### config.mk
export PLATFORM = sky130hd
export DESIGN_NAME = uart_ram_writer
export DESIGN_NICKNAME = d
export VERILOG_FILES = /design/src/rtl/vga_serial_pkg.sv /design/src/rtl/uart_ram_writer_byte_packer.sv /design/src/rtl/uart_ram_writer.sv
export SDC_FILE = /design/constraint.sdc
export NUM_CORES = 1
export LEC_CHECK = 0
export CORE_MARGIN = 8
export CORE_UTILIZATION = 55
export DETAILED_ROUTE_END_ITERATION = 8
export GPL_TIMING_DRIVEN = 0
export PLACE_DENSITY = 0.8
export SLEW_MARGIN = 20
export SYNTH_ARGS = -nofsm -noshare
export SYNTH_HDL_FRONTEND = slang
export SYNTH_HIERARCHICAL = 1
export SYNTH_SLANG_ARGS = --single-unit
### constraint.sdc
create_clock -name clk -period 5 [get_ports clk]
set_input_delay 1 -clock clk [delete_from_list [all_inputs] [get_ports clk]]
set_output_delay 1 -clock clk [all_outputs]
set_load 0.01 [all_outputs]
### src/rtl/vga_serial_pkg.sv
// ----------------------------------------------------------------------------
// vga_serial_pkg
// Constants and types shared by the VGA serial display blocks: the frame-RAM
// serial reader and the UART RAM writer.
//   H_RES, V_RES, BPP : default frame geometry (1024x768, 24 bits per pixel)
//   FRAME_BITS        : bits in one full frame
//   wr_state_e        : writer FSM state encoding (IDLE, RECEIVE, WRITE)
//   frame_words()     : number of RAM words per frame for a given word width
// ----------------------------------------------------------------------------
package vga_serial_pkg;

  localparam int unsigned H_RES      = 1024;
  localparam int unsigned V_RES      = 768;
  localparam int unsigned BPP        = 24;
  localparam int unsigned FRAME_BITS = H_RES * V_RES * BPP;

  // Encodings kept as plain constants so older code can compare raw bits.
  localparam logic [1:0] ST_IDLE    = 2'd0;
  localparam logic [1:0] ST_RECEIVE = 2'd1;
  localparam logic [1:0] ST_WRITE   = 2'd2;

  typedef enum logic [1:0] {
    IDLE    = ST_IDLE,
    RECEIVE = ST_RECEIVE,
    WRITE   = ST_WRITE
  } wr_state_e;

  // Words needed to hold one frame when each RAM word is `width` bits.
  function automatic int unsigned frame_words(input int unsigned width);
    return FRAME_BITS / width;
  endfunction

endpackage

### src/rtl/uart_ram_writer_byte_packer.sv
// ----------------------------------------------------------------------------
// byte_packer
// Collects bytes into a RAM_WIDTH-bit word, first byte in the top byte lane
// (big-endian), last byte in [7:0].
//   clk, rst          : clock, synchronous active-high reset
//   clear_i           : drop the partial word and restart at byte 0
//   byte_valid_i      : byte_i is accepted this cycle
//   byte_i            : incoming byte
//   word_o            : the word including byte_i (meaningful on completion)
//   word_complete_o   : byte_i is the last byte of the word
// ----------------------------------------------------------------------------
module byte_packer #(
  parameter int unsigned RAM_WIDTH = 8
) (
  input  logic                 clk,
  input  logic                 rst,
  input  logic                 clear_i,
  input  logic                 byte_valid_i,
  input  logic [7:0]           byte_i,
  output logic [RAM_WIDTH-1:0] word_o,
  output logic                 word_complete_o
);

  localparam int unsigned BYTES_PER_WORD = RAM_WIDTH / 8;
  localparam int unsigned IDX_BITS = (BYTES_PER_WORD > 1) ? $clog2(BYTES_PER_WORD) : 1;
  localparam logic [IDX_BITS-1:0] LAST_IDX = IDX_BITS'(BYTES_PER_WORD - 1);

  logic [IDX_BITS-1:0] idx_q, idx_d;
  logic                last_byte_s;

  assign last_byte_s     = (idx_q == LAST_IDX);
  assign word_complete_o = byte_valid_i && last_byte_s;

  // Byte index: advances per accepted byte, wraps after the last lane.
  always_comb begin
    idx_d = idx_q;
    if (clear_i) begin
      idx_d = '0;
    end else if (byte_valid_i) begin
      idx_d = last_byte_s ? '0 : idx_q + IDX_BITS'(1);
    end else begin
      idx_d = idx_q;
    end
  end

  // Byte index register.
  always_ff @(posedge clk) begin
    if (rst) begin
      idx_q <= '0;
    end else begin
      idx_q <= idx_d;
    end
  end

  generate
    if (BYTES_PER_WORD == 1) begin : g_single
      assign word_o = byte_i;
    end else begin : g_multi
      // Only the lower RAM_WIDTH-8 bits need storing: the top lane of the
      // previous shift is always pushed out by the next byte.
      logic [RAM_WIDTH-9:0] part_q;

      assign word_o = {part_q, byte_i};

      // Partial-word shift register.
      always_ff @(posedge clk) begin
        if (rst || clear_i) begin
          part_q <= '0;
        end else if (byte_valid_i) begin
          part_q <= word_o[RAM_WIDTH-9:0];
        end else begin
          part_q <= part_q;
        end
      end
    end
  endgenerate

endmodule

### src/rtl/uart_ram_writer.sv
// ----------------------------------------------------------------------------
// uart_ram_writer
// Packs bytes from the UART receiver into RAM words and writes them to the
// frame RAM from address 0 upward, flagging each completed frame. If the host
// goes quiet mid-frame for IDLE_TIMEOUT cycles the writer drops the partial
// word and restarts at address 0.
//   clk, rst    : clock, synchronous active-high reset
//   rx_data     : received byte, valid while rx_ready is high
//   rx_ready    : one-cycle byte strobe, may be back-to-back
//   wr_addr     : RAM write address (tracks the current word address)
//   wr_data     : RAM write data, held between writes
//   wr_en       : one-cycle write strobe
//   frame_done  : pulses with the write to address RAM_DEPTH-1
//   resync      : pulses when the idle timeout fires
//   busy        : a frame is partially received
// IDLE_TIMEOUT must be at least 2.
// ----------------------------------------------------------------------------
module uart_ram_writer
  import vga_serial_pkg::*;
#(
  parameter int unsigned RAM_WIDTH    = 8,
  parameter int unsigned RAM_DEPTH    = (H_RES * V_RES * BPP) / RAM_WIDTH,
  parameter int unsigned IDLE_TIMEOUT = 100000
) (
  input  logic                         clk,
  input  logic                         rst,
  input  logic [7:0]                   rx_data,
  input  logic                         rx_ready,
  output logic [$clog2(RAM_DEPTH)-1:0] wr_addr,
  output logic [RAM_WIDTH-1:0]         wr_data,
  output logic                         wr_en,
  output logic                         frame_done,
  output logic                         resync,
  output logic                         busy
);

  localparam int unsigned ADDR_BITS = $clog2(RAM_DEPTH);
  localparam logic [ADDR_BITS-1:0] LAST_ADDR = ADDR_BITS'(RAM_DEPTH - 1);
  // The timeout is decided one count early so that the registered resync
  // pulse lands exactly IDLE_TIMEOUT cycles after the last byte.
  localparam logic [31:0] TIMER_LAST = 32'(IDLE_TIMEOUT - 2);

  wr_state_e             state_q, state_d;
  logic [ADDR_BITS-1:0]  addr_q, addr_d;
  logic [31:0]           timer_q, timer_d;
  logic [RAM_WIDTH-1:0]  wr_data_q, wr_data_d;
  logic                  wr_en_q, wr_en_d;
  logic                  frame_done_q, frame_done_d;
  logic                  resync_q, resync_d;
  logic                  busy_q, busy_d;

  logic                  pk_clear_s;
  logic                  pk_complete_s;
  logic [RAM_WIDTH-1:0]  pk_word_s;

  byte_packer #(
    .RAM_WIDTH (RAM_WIDTH)
  ) u_packer (
    .clk             (clk),
    .rst             (rst),
    .clear_i         (pk_clear_s),
    .byte_valid_i    (rx_ready),
    .byte_i          (rx_data),
    .word_o          (pk_word_s),
    .word_complete_o (pk_complete_s)
  );

  // FSM, address counter and idle timer next-state logic.
  always_comb begin
    state_d    = state_q;
    addr_d     = addr_q;
    timer_d    = timer_q;
    resync_d   = 1'b0;
    pk_clear_s = 1'b0;

    case (state_q)
      IDLE: begin
        addr_d  = '0;
        timer_d = '0;
        if (rx_ready) begin
          state_d = pk_complete_s ? WRITE : RECEIVE;
        end else begin
          state_d = IDLE;
        end
      end

      RECEIVE: begin
        if (rx_ready) begin
          // A byte on the limit cycle wins over the timeout.
          timer_d = '0;
          state_d = pk_complete_s ? WRITE : RECEIVE;
        end else if (timer_q >= TIMER_LAST) begin
          addr_d     = '0;
          timer_d    = '0;
          resync_d   = 1'b1;
          pk_clear_s = 1'b1;
          state_d    = IDLE;
        end else begin
          timer_d = timer_q + 32'd1;
          state_d = RECEIVE;
        end
      end

      WRITE: begin
        addr_d = (addr_q == LAST_ADDR) ? '0 : addr_q + ADDR_BITS'(1);
        if (rx_ready) begin
          // Byte 0 of the next word; continue even across a frame wrap.
          timer_d = '0;
          state_d = pk_complete_s ? WRITE : RECEIVE;
        end else if (addr_q == LAST_ADDR) begin
          state_d = IDLE;
        end else begin
          state_d = RECEIVE;
        end
      end

      default: begin
        state_d    = IDLE;
        addr_d     = '0;
        timer_d    = '0;
        pk_clear_s = 1'b1;
      end
    endcase
  end

  // Registered output next values, derived from where the FSM is heading.
  always_comb begin
    wr_en_d      = (state_d == WRITE);
    frame_done_d = (state_d == WRITE) && (addr_d == LAST_ADDR);
    busy_d       = (state_d != IDLE);
    if (rx_ready && pk_complete_s) begin
      wr_data_d = pk_word_s;
    end else begin
      wr_data_d = wr_data_q;
    end
  end

  // State and output registers.
  always_ff @(posedge clk) begin
    if (rst) begin
      state_q      <= IDLE;
      addr_q       <= '0;
      timer_q      <= '0;
      wr_data_q    <= '0;
      wr_en_q      <= 1'b0;
      frame_done_q <= 1'b0;
      resync_q     <= 1'b0;
      busy_q       <= 1'b0;
    end else begin
      state_q      <= state_d;
      addr_q       <= addr_d;
      timer_q      <= timer_d;
      wr_data_q    <= wr_data_d;
      wr_en_q      <= wr_en_d;
      frame_done_q <= frame_done_d;
      resync_q     <= resync_d;
      busy_q       <= busy_d;
    end
  end

  assign wr_addr    = addr_q;
  assign wr_data    = wr_data_q;
  assign wr_en      = wr_en_q;
  assign frame_done = frame_done_q;
  assign resync     = resync_q;
  assign busy       = busy_q;

endmodule

==> results of run 1 <==
-- metrics by stage --
step / total power, mW / util / std cells / cell area, um^2 / hold WS (ns)
after CTS: 1.04 / 0.674 / 541 / 3990 / 0.460
after detailed placement: 0.645 / 0.646 / 525 / 3820 / 0.445
after global placement: 0.643 / 0.646 / 525 / 3820 / 0.442
after floorplan: 0.616 / - / 414 / 3370 / 0.430
final: 1.04 / 0.675 / 541 / 4000 / 0.461
after global routing: 1.08 / 0.675 / 541 / 4000 / 0.479
-- power by group --
group          switching, mW  internal [mW]
Sequential           0.00346          0.547
Combinational         0.0524         0.0310
Clock                  0.221          0.181
Total                  0.277          0.759
-- worst max-delay path: cells and delay by family --
family,cells,cell delay [ns]
buf+inv,2,0.73
compound gates,1,0.19
simple gates,6,1.80
-- state kept, by name, indices dropped and copies added, names as in the netlist --
signal and count:
timer_q 32, state_q 2, wr_en 1, resync 1, wr_addr 22, wr_data 8
frame_done 1, busy 1
-- worst max path at each step --
| stage | cells past startpoint | end | startpoint |
|---|---|---|---|
| global route | 9 | frame_done | rx_ready |
| CTS | 9 | frame_done | rx_ready |
| detailed placement | 9 | frame_done | rx_ready |
| finish | 9 | frame_done | rx_ready |
| global placement | 9 | frame_done | rx_ready |
| floorplan | 8 | frame_done | rx_ready |
-- final cells by class --
type,instances,area (um^2),share of cell area
Sequential cell,68,1360,0.340
Multi-Input combinational cell,308,1830,0.457
Buffer,30,155,0.0388
Tap cell,75,93.8,0.0235
Inverter,8,30.0,0.00751
Timing Repair Buffer,36,360,0.0901
Clock buffer,11,131,0.0329
Clock inverter,5,38.8,0.00970
-- routing by layer --
metal	wire length, um	track usage	vias to the layer above
met1	3760	0.245	1544
li1	-	-	1599
met5	0	0	-
met3	636	0.0416	20
met2	4100	0.323	158
met4	187	0.0819	0
==> impl_metrics.env, run 1 <==
export IMPL_status="finished clean"
export IMPL_worstPathCellList="clkdlybuf4s50_1 > buf_4 > nand2_1 > nor4_1 > o2111ai_1 > or3_1 > nor4_1 > nand4b_1 > nor4_2"
export IMPL_root_buffer="clkbuf_8"
export IMPL_hold_viol=0
export IMPL_post_route_drc_count=0
export IMPL_rsz0062_at_grt="no"
export IMPL_gp_congestion=0.909
export IMPL_worst_path_most_repeated_cell="nor4_1"
export IMPL_via_count=3321
export IMPL_clk_pin_slew_ns=0.09
export IMPL_worstSetupPathType="input port to flop"
export IMPL_hold_class="flop to flop"
export IMPL_fmax_ghz=0.287
export IMPL_clock_path_buffers=2
export IMPL_gr_usage_all_layers=0.198
export IMPL_cpPeakStageDelay_ns=0.58
export IMPL_numCtsBuffers=9
export IMPL_final_nets=479
export IMPL_critPathArrivalTime_ns=3.74
export IMPL_rrSetupSlack_ns=1.61
export IMPL_required_ns=5.25
export IMPL_post_cts_resized=0
export IMPL_wl_um=8680
export IMPL_grt_pass1_wl_um=14300
export IMPL_drive_above_1_share=0.0858
export IMPL_end_kind="flop"
export IMPL_syn_to_final_growth_pct=18.7
export IMPL_grt_max_degree=13
export IMPL_cp_max_fo=10
export IMPL_clk_latency_ns=0.35
export IMPL_start_kind="input port"
export IMPL_hold_end="wr_data[0]"
export IMPL_ir_drop_v=0.000175
export IMPL_firstDrtPassIters=6
export IMPL_skew_ns=0.0144
export IMPL_reg2reg_depth=8
export IMPL_dp_slack_ns=1.16
export IMPL_drt_initial_drc_count=325
export IMPL_cts_hold_buf=0
export IMPL_postCtsSetupBuffers=0
export IMPL_finalSetupViolCount=0
export IMPL_hp_start="wr_data[0]"
export IMPL_worst_slack_ns=1.52
export IMPL_grt_remaining_overflow=0
export IMPL_worst_pin_slew_ns=0.797
export IMPL_timing_rr_start="wr_addr[0]"
export IMPL_synthesis_area_mm2=0.00337
export IMPL_clkSinkCount=68
export IMPL_timing_rr_end="wr_addr[13]"
export IMPL_setup_tns_ns=0
export IMPL_holdPathStages=2
export IMPL_vias_per_cell=6.14
export IMPL_cts_tree="yes"
export IMPL_portBuffers=36
export IMPL_slew_headroom=0.464
export IMPL_hpwl_um=6100
export IMPL_initial_core_util=0.569
export IMPL_p_leak_nw=1.32
export IMPL_syn_num_nets=432
export IMPL_fin_crit_ns=3.48
export IMPL_syn_avg_cell_area_um2=8.14
export IMPL_syn_instance_count=414
export IMPL_max_cap_violations=0
export IMPL_diodes=0
export IMPL_antenna_found_initial=0
export IMPL_die_h_um=94.3
export IMPL_core_area_mm2=0.00592
export IMPL_yosys_warnings=6
export IMPL_row_count=28
export IMPL_final_common_cell="dfxtp_1"
export IMPL_timing_final_crit_share=0.697
export IMPL_grt_pass1_vias=3017
export IMPL_dieArea_mm2=0.00888
export IMPL_final_max_slew_viol_count=0
export IMPL_n_fill_cell=503
export IMPL_cpMaxStageDelayCell="clkdlybuf4s50_1"
export IMPL_wl_per_cell_um=16.1
export IMPL_h_tree_depth=3
export IMPL_ant_nets=0
export IMPL_power_density_mw_per_mm2=259
export IMPL_io_pins=45
export IMPL_die_x_um=94.3
export IMPL_layout_common_cells="dfxtp_1 (68), nand2_1 (47), a21oi_1 (40), nor2_1 (39), clkdlybuf4s50_1 (36)"
Note: power is estimated with default switching activity, not from simulation.
==> inputs of run 2 (changes only) <==
Settings changed: CORE_UTILIZATION 55 to 50, PLACE_DENSITY 0.8 to 0.76.
Clock period 5 ns to 3.2 ns, I/O delays scaled along.
==> run 2 against run 1 <==
Flip-flop and latch count stayed put; largest power group is now the clock network; critical path depth is 1 higher; largest cell class unchanged; highest routed layer unchanged; final cell count is 0.92% higher.
==> impl_metrics.env, run 2 (synthesized netlist as in run 1, its figures left out) <==
export IMPL_cp_startpoint="state_q[0]"
export IMPL_internal_power_mw=1.42
export IMPL_skew_ns=0.0135
export IMPL_dieArea_mm2=0.00962
export IMPL_grt_pass1_wl_um=14700
export IMPL_grt_remaining_overflow=0
export IMPL_clock_path_buffers=2
export IMPL_gp_congestion=0.936
export IMPL_wl_um=8920
export IMPL_clkSinkCount=68
export IMPL_die_h_um=98.1
export IMPL_numCtsBuffers=9
export IMPL_final_common_cell="dfxtp_1"
export IMPL_grt_busiest_layer="met2"
export IMPL_crit_path_end="frame_done"
export IMPL_design_area_mm2=0.00410
export IMPL_post_dp_cell_area_mm2=0.00383
export IMPL_required_ns=3.46
export IMPL_critPathArrivalTime_ns=3.25
export IMPL_p_switching_mw=0.440
export IMPL_p_leak_nw=1.39
export IMPL_dp_slack_ns=-0.332
export IMPL_ir_drop_v=0.000340
export IMPL_use_met2=0.301
export IMPL_worstSetupPathType="flop to flop"
export IMPL_max_cap_violations=0
export IMPL_use_met1=0.229
export IMPL_reg2reg_depth=10
export IMPL_hold_class="flop to flop"
export IMPL_power_density_mw_per_mm2=454
export IMPL_clk_pin_slew_ns=0.08
export IMPL_hold_ws_ns=0.457
export IMPL_largest_reg_flops=32
export IMPL_post_route_drc_count=0
export IMPL_cp_max_fo=10
export IMPL_root_buffer="clkbuf_8"
export IMPL_fmax_ghz=0.335
export IMPL_cts_hold_buf=0
export IMPL_diodes=0
export IMPL_end_kind="flop"
export IMPL_seqPwrFrac=0.462
export IMPL_hold_viol=0
export IMPL_timing_final_crit_share=0.934
export IMPL_rsz0062_at_grt="no"
export IMPL_layout_common_cells="dfxtp_1 (68), nand2_1 (47), a21oi_1 (40), nor2_1 (39), clkdlybuf4s50_1 (36)"
export IMPL_row_count=30
export IMPL_clock_power_share=0.467
export IMPL_antenna_found_initial=0
export IMPL_syn_to_final_growth_pct=21.8
export IMPL_h_tree_depth=3
export IMPL_firstDrtPassIters=5
export IMPL_final_cells=546
export IMPL_ant_nets=0
export IMPL_p_comb_frac=0.071
export IMPL_portBuffers=36
export IMPL_top_register="timer_q"
export IMPL_dp_cells=530
export IMPL_hpwl_um=6170
export IMPL_rrSetupSlack_ns=0.21
export IMPL_sw_frac_of_total=0.236
export IMPL_grt_max_degree=13
export IMPL_cts_tree="yes"
export IMPL_vias_per_cell=6.01
export IMPL_die_x_um=98.1
export IMPL_timing_rr_start="state_q[0]"
export IMPL_final_max_slew_viol_count=0
export IMPL_fin_crit_ns=2.99
export IMPL_drive_above_1_share=0.0944
export IMPL_timing_rr_end="frame_done"
export IMPL_worst_pin_slew_ns=1.12
export IMPL_core_area_mm2=0.00664
export IMPL_io_pins=45
export IMPL_via_count=3280
export IMPL_drt_initial_drc_count=213
export IMPL_gr_usage_all_layers=0.184
export IMPL_grt_pass1_vias=3016
export IMPL_clk_latency_ns=0.35
export IMPL_worst_slack_ns=0.212
export IMPL_grtUsageMet3=0.0405
export IMPL_wl_per_cell_um=16.3
export IMPL_status="finished clean"
export IMPL_initial_core_util=0.507
export IMPL_slew_headroom=0.247
export IMPL_final_nets=479
export IMPL_finalSetupViolCount=0
export IMPL_start_kind="flop"
run 2: changes by cell type in the layout (fill, tap and decap cells not counted), sizes merged:
cell,delta
bufinv,+3
clkinvlp,-3
clkbuf,-1
clkinv,+1
run 2: metal layers:
metal	vias to the layer above	wire length, um
met5	-	0
met4	0	161
met3	16	534
met2	123	4250
met1	1532	3970
li1	1609	-
run 2: area by class of cell:
type | count | area (um^2)
Buffer | 30 | 156
Clock buffer | 10 | 128
Clock inverter | 6 | 113
Fill cell | 566 | 2540
Inverter | 8 | 33.8
Multi-Input combinational cell | 308 | 1850
Sequential cell | 68 | 1360
Tap cell | 80 | 100
Timing Repair Buffer | 36 | 360
run 2: timing repair:
item	4_1_cts	5_1_grt
setup endpoints to repair	1	8
buffers inserted	0	0
hold endpoints to repair	0	0
pin swaps	0	1
gates resized for setup	2	5
run 2: through the flow:
step	utilization	power, mW	TNS (ns)
floorplan	-	0.963	0
global placement	0.576	1.01	-0.151
detailed placement	0.576	1.01	-0.350
CTS	0.615	1.87	0
global route	0.618	1.92	0
finish	0.618	1.86	0
run 2: worst min-delay path by stage:
| stage | startpoint | end | slack, ns | depth (start not counted) |
|---|---|---|---|---|
| finish | wr_data[1] | wr_data[1] | 0.46 | 2 |
| global route | wr_data[2] | wr_data[2] | 0.47 | 2 |
| CTS | wr_data[1] | wr_data[1] | 0.46 | 2 |
| detailed placement | timer_q[26] | timer_q[26] | 0.44 | 1 |
| global placement | wr_data[1] | wr_data[1] | 0.44 | 2 |
| floorplan | timer_q[25] | timer_q[25] | 0.43 | 1 |
run 2: worst max-delay path: stages, from the launching register on:
cell and delay, ns:
dfxtp_1 0.34, inv_1 0.09, ha_1 0.14, clkbuf_1 0.36, clkinvlp_4 0.36, a31oi_4 0.38, clkbuf_1 0.41, a21oi_1 0.08
nor4_1 0.32, nand4b_1 0.17, nor4_2 0.25
run 2: power by group through the flow:
stage / registers [mW] / clock network (mW) / logic (mW)
floorplan: 0.883 / 0 / 0.0802
global placement: 0.880 / 0 / 0.126
detailed placement: 0.880 / 0 / 0.129
CTS: 0.860 / 0.880 / 0.130
global route: 0.861 / 0.915 / 0.146
finish: 0.860 / 0.870 / 0.133
